--- src/rtl/shift_pkg.sv ---
// Shared encodings for the iterative shifter: operation codes, FSM states
// and the per-cycle step limit derived from the step-field width.
package shift_pkg;

    typedef enum logic [1:0] {
        OP_LSL = 2'b00,
        OP_LSR = 2'b01,
        OP_ASR = 2'b10,
        OP_ROR = 2'b11
    } op_e;

    typedef enum logic [1:0] {
        ST_IDLE  = 2'b00,
        ST_SHIFT = 2'b01,
        ST_DONE  = 2'b10
    } state_e;

    function automatic int max_step(input int step_bits);
        return (1 << step_bits) - 1;
    endfunction

endpackage

--- src/rtl/shift_step.sv ---
// Combinational single-step shifter: moves data by 0..2^STEP_BITS-1 positions
// in one of four modes, each result bit picked from a small per-bit mux.
module shift_step
    import shift_pkg::*;
#(
    parameter int WIDTH     = 65,
    parameter int STEP_BITS = 2
) (
    input  logic [WIDTH-1:0]     data,
    input  logic [1:0]           op,
    input  logic [STEP_BITS-1:0] amount,
    output logic [WIDTH-1:0]     result
);

    localparam int NSEL = 1 << STEP_BITS;

    // For every output bit, each candidate amount names its source bit; the
    // amount field then picks one candidate, the same shape as an mx4 row.
    always_comb begin
        result = '0;
        for (int i = 0; i < WIDTH; i++) begin
            for (int a = 0; a < NSEL; a++) begin
                if (amount == STEP_BITS'(a)) begin
                    case (op)
                        OP_LSL:  result[i] = (i >= a) ? data[i - a] : 1'b0;
                        OP_LSR:  result[i] = (i + a < WIDTH) ? data[i + a] : 1'b0;
                        OP_ASR:  result[i] = (i + a < WIDTH) ? data[i + a] : data[WIDTH - 1];
                        default: result[i] = data[(i + a) % WIDTH];
                    endcase
                end
            end
        end
    end

endmodule

--- src/rtl/shift_unit_iter.sv ---
// Multi-cycle LSL/LSR/ASR/ROR shifter with start/busy/done handshake; reuses
// one small step shifter, applying at most MAXSTEP positions per cycle.
module shift_unit_iter
    import shift_pkg::*;
#(
    parameter int WIDTH     = 65,
    parameter int STEP_BITS = 2,
    parameter int SHAMT_W   = $clog2(WIDTH)
) (
    input  logic               clk,
    input  logic               reset_n,
    input  logic               start,
    input  logic [1:0]         op,
    input  logic [WIDTH-1:0]   d_in,
    input  logic [SHAMT_W-1:0] shamt,
    output logic               busy,
    output logic               done,
    output logic [WIDTH-1:0]   d_out
);

    localparam logic [SHAMT_W:0] WIDTH_EXT = (SHAMT_W + 1)'(WIDTH);
    localparam logic [SHAMT_W:0] MAX_REM   = (SHAMT_W + 1)'(max_step(STEP_BITS));

    state_e               state;
    state_e               next_state;
    logic [SHAMT_W:0]     rem;
    logic [SHAMT_W:0]     rem_next;
    logic [SHAMT_W:0]     shamt_ext;
    logic [SHAMT_W:0]     eff;
    logic [STEP_BITS-1:0] step;
    logic [WIDTH-1:0]     work;
    logic [WIDTH-1:0]     step_out;
    logic [1:0]           op_q;
    logic                 accept;

    shift_step #(
        .WIDTH     (WIDTH),
        .STEP_BITS (STEP_BITS)
    ) u_step (
        .data   (work),
        .op     (op_q),
        .amount (step),
        .result (step_out)
    );

    // One conditional subtract suffices for ROR because shamt < 2*WIDTH.
    always_comb begin
        shamt_ext = {1'b0, shamt};
        eff       = shamt_ext;
        if (op == OP_ROR) begin
            if (shamt_ext >= WIDTH_EXT) eff = shamt_ext - WIDTH_EXT;
        end else if (shamt_ext > WIDTH_EXT) begin
            eff = WIDTH_EXT;
        end
    end

    always_comb begin
        accept     = start && (state == ST_IDLE || state == ST_DONE);
        step       = (rem > MAX_REM) ? STEP_BITS'(MAX_REM) : rem[STEP_BITS-1:0];
        rem_next   = rem - (SHAMT_W + 1)'(step);
        next_state = state;
        case (state)
            ST_SHIFT: if (rem_next == '0) next_state = ST_DONE;
            ST_IDLE,
            ST_DONE: begin
                if (accept)                 next_state = (eff == '0) ? ST_DONE : ST_SHIFT;
                else if (state == ST_DONE)  next_state = ST_IDLE;
            end
            default: next_state = ST_IDLE;
        endcase
    end

    always_ff @(posedge clk) begin
        if (!reset_n) begin
            state <= ST_IDLE;
            rem   <= '0;
            work  <= '0;
            op_q  <= '0;
            d_out <= '0;
        end else begin
            state <= next_state;
            if (accept) begin
                work  <= d_in;
                d_out <= d_in;
                op_q  <= op;
                rem   <= eff;
            end else if (state == ST_SHIFT) begin
                work <= step_out;
                rem  <= rem_next;
                if (rem_next == '0) d_out <= step_out;
            end
        end
    end

    assign busy = (state == ST_SHIFT);
    assign done = (state == ST_DONE);

endmodule

--- config.mk ---
export PLATFORM = sky130hd
export DESIGN_NAME = shift_unit_iter
export DESIGN_NICKNAME = d
export VERILOG_FILES = /design/src/rtl/shift_pkg.sv /design/src/rtl/shift_step.sv /design/src/rtl/shift_unit_iter.sv
export SDC_FILE = /design/constraint.sdc
export NUM_CORES = 1
export LEC_CHECK = 0
export ABC_AREA = 0
export CAP_MARGIN = 20
export CORE_MARGIN = 1
export CORE_UTILIZATION = 56
export DETAILED_ROUTE_END_ITERATION = 6
export HOLD_SLACK_MARGIN = 0.12
export MAX_ROUTING_LAYER = met4
export PLACE_DENSITY = 0.81
export SLEW_MARGIN = 20
export SYNTH_ARGS = -nofsm -noshare
export SYNTH_HDL_FRONTEND = slang
export SYNTH_HIERARCHICAL = 1
export SYNTH_SLANG_ARGS = --single-unit
--- constraint.sdc ---
create_clock -name clk -period 4.2 [get_ports clk]
set_input_delay 0.42 -clock clk [delete_from_list [all_inputs] [get_ports clk]]
set_output_delay 0.42 -clock clk [all_outputs]
set_load 0.02 [all_outputs]
==> summary.md <==
| Metric | Value |
|---|---|
| Status | complete, but fails checks |
| Failing checks | design-rule violations |
| Largest family of logic cells by synthesized area | compound AO/OA/AOI/OAI gates |
| Leak pwr | between 4 and 5 nW |
| Fmax achieved | just under 0.3 GHz |
| CTS Buffer Depth | 2 |
| Total Power | between 10 and 15 mW |
| Root Driver | clkbuf_16 |
| Buffers on Ports | ~140 |
| Seq cells post-synth | around 140 |
| Worst setup EP type | flip-flop |
| Synth Area in Adders | less than 1% |
| DRC errors left | 16 |
| Max-cap viol count | 0 |
| Pwr Density | ~930 nW/µm² |
| Crit share post-route | between 80% and 90% |
| Post-Synth XOR/XNOR Area | less than 1% |
| First-pass GRT wire length | 53.03 mm |
| Area Overhead vs Synth | 17.53% |
| Final Hold Slack | ~0.49 ns |
| Clock latency on the worst-skew pair | 0.43 ns |
| Setup Fix Bufs, Post-CTS | 0 |
| Routed WL | ~32 mm |
| Diodes inserted | 0 |
| Layout Cells excl Fill | about 1700 |
| # H-tree levels | 4 |
| CP startpoint kind | flip-flop |
| Die area | about 19000 µm² |
| Avg Cell Area, Syn | between 7 and 8 µm² |
| Sequential Area | between 2000 and 3000 µm² |
| All-Layer GR Usage | about a third |
| DP HPWL | 20.34 mm |
| I/O pins | 144 |
| TritonCTS Buffers | 17 |
| Drt pass-1 iters | 7 |
| Setup Skew | between 0.008 and 0.009 ns |
| Initial Utilization | 57.47% |
| Area occupied by multi-input gates | about 6800 µm² |
| CTS tree | built |
| CP max FO | 30 |
| Via density | between 6 and 7 |
| VDD IR max | 0.6071 mV |
| Hold crit path type | flip-flop to flip-flop |
| Filler cells | ~1500 |
| Total grt overflow | 0 |
| GPL Wtd Cong | approximately 0.94 |
| CTS sink count | 142 |
| Distinct cells, synth | 68 |
| Synth Flop Type | dfxtp_1 |
| Final worst path period need | roughly 3.4 ns |
| EDFF count, synth | 0 |
| Post-cts sizing count | 0 |
| RSZ-0062 raised after global routing | false |
| Slew margin rel. | a little over two fifths |
| Fin. Hold Viols | 0 |
| Mux contribution to synthesized area | ~3.2% |
| Syn Nets | 1484 |
| Net count, final | around 1500 |
| Setup TNS | 0 ns |
| Initial antenna violation count | 0 |
| FFs w/ async S/R, synth | 0% |
| Most frequent cells in the layout | nand2_1 (200), clkdlybuf4s50_1 (142), dfxtp_1 (140) |
| Worst Path Arrival | about 3.8 ns |
| Setup violators final | 0 |
| Share of cells above drive strength 1 | under 10% |
| Hold-fix buffers, CTS | 0 |
| Synth Instances | roughly 1400 |
| Yosys Warn Count | 6 |
| Num rows | just under 50 |
| Simple-gate share of the synthesized area | a little over a quarter |
| Worst Path Required | ~4.6 ns |
| Most common library cell in the layout ignoring fill and taps | nand2_1 |
| Compound-Gate Fraction of Synth Area | 34.03% |
| Final slew viol count | 0 |
| Chip Width | roughly 140 µm |
| Sequential share of the synthesized area | between 20 and 30% |
| Post-DR wirelength/cell | 19.19 µm |
| Clock transition at the registers of the reported paths | 0.06 ns |
| DRT antenna net count | 0 |
| Mapped Area | 10390 µm² |
| Vias in the first global route | just over 10000 |
| Via count | 11630 |
| Largest net degree at the start of global routing | ~100 |
| Worst-Margin Slew | roughly 0.87 ns |
| Die Ht | ~140 µm |
| Core Area | around 18000 µm² |
| Setup CP Type | flip-flop to flip-flop |
| Total placed cells including tap cells | roughly 1600 |
| DR iter-0 viols | 1629 |
[per-layer routing]
layer	GRT usage (%)	vias to the layer above	share of wire [%]	routed length, µm
li1	-	5412	-	-
met1	48.53	5488	45	14460
met2	48.44	670	44	14010
met3	6.131	61	9.3	2974
met4	10.47	0	1.7	559
met5	-	-	0	0
[worst max-delay path, cell delays in order, from the launching register on]
cell       delay (ns)
dfxtp_1          0.40
or3_4            0.47
nor2_1           0.21
or2_2            0.16
ha_1             0.33
nor2_1           0.15
a2111oi_4        0.42
or3_2            0.61
buf_12           0.26
nand4_1          0.11
a31oi_1          0.20
[registers in the layout, indices dropped and copies added, names as in the netlist]
signal,count
work,65
rem,8
d_out,65
op_q,2
state,2
[where the power goes]
| part | switching, mW | internal [mW] |
|---|---|---|
| logic | 4.72 | 2.83 |
| registers | 0.484 | 1.76 |
| clock network | 0.615 | 0.994 |
| total | 5.82 | 5.58 |
[cell families (layout without fill, tap and decap cells)]
kind of cell / after synthesis / after routing
flip-flops: 142 / 142
adder cells (fa/ha/maj): 3 / 3
AND/OR/NAND/NOR: 549 / 549
AO/OA/AOI/OAI: 512 / 512
XOR/XNOR: 1 / 1
multiplexers: 19 / 19
buffers and inverters: 178 / 213
[metrics by stage]
step	setup WS (ns)	instance area (µm²)	util, %
finish	0.7586	12220	67.55
global route	0.5393	12220	67.55
CTS	0.7847	12220	67.55
detailed placement	0.8314	11600	64.14
global placement	0.9271	11600	64.14
floorplan	1.276	10400	-
[worst paths after layout]
kind	startpoint	endpoint	depth (start not counted)	slack, ns
worst max register to register	rem[2]	d_out[25]	10	0.76
worst max-delay path	rem[2]	d_out[25]	10	0.76
worst min-delay path	d_out[57]	d_out[57]	1	0.49
worst min register to register	d_out[57]	d_out[57]	1	0.49
[synthesized netlist by cell type (6+ instances only)]
library cell / number / area [µm²]
a21o_1: 8 / 60.06
a21oi_1: 23 / 115.1
a311oi_1: 44 / 385.4
a31o_1: 31 / 271.5
a31o_2: 9 / 78.83
a31oi_1: 126 / 788.3
and2_1: 7 / 43.79
and3_1: 9 / 56.30
buf_1: 8 / 30.03
buf_2: 32 / 160.2
buf_4: 6 / 45.04
buf_6: 10 / 112.6
clkbuf_1: 105 / 394.1
dfxtp_1: 142 / 2843
inv_1: 13 / 48.80
mux4_2: 11 / 247.7
nand2_1: 200 / 750.7
nand2b_1: 6 / 37.54
nand3_1: 78 / 390.4
nand3b_1: 9 / 67.56
nand4_1: 58 / 362.9
nor2_1: 81 / 304.0
nor3_1: 14 / 70.07
nor3b_1: 8 / 60.06
o211ai_1: 47 / 352.8
o211ai_2: 10 / 125.1
o21a_1: 12 / 90.09
o21ai_0: 117 / 585.6
o21ai_1: 15 / 75.07
o22ai_1: 10 / 62.56
o31a_1: 14 / 122.6
or3b_1: 47 / 411.6
or3b_2: 13 / 113.9
[area by class of cell]
cell class	count	share of cell area, %
Multi-Input combinational cell	1084	55.42
Sequential cell	142	23.33
Timing Repair Buffer	168	13.42
Clock buffer	22	3.964
Tap cell	229	2.345
Clock inverter	9	1.086
Inverter	14	0.4404
No activity file was read; power rests on OpenSTA's default activity.
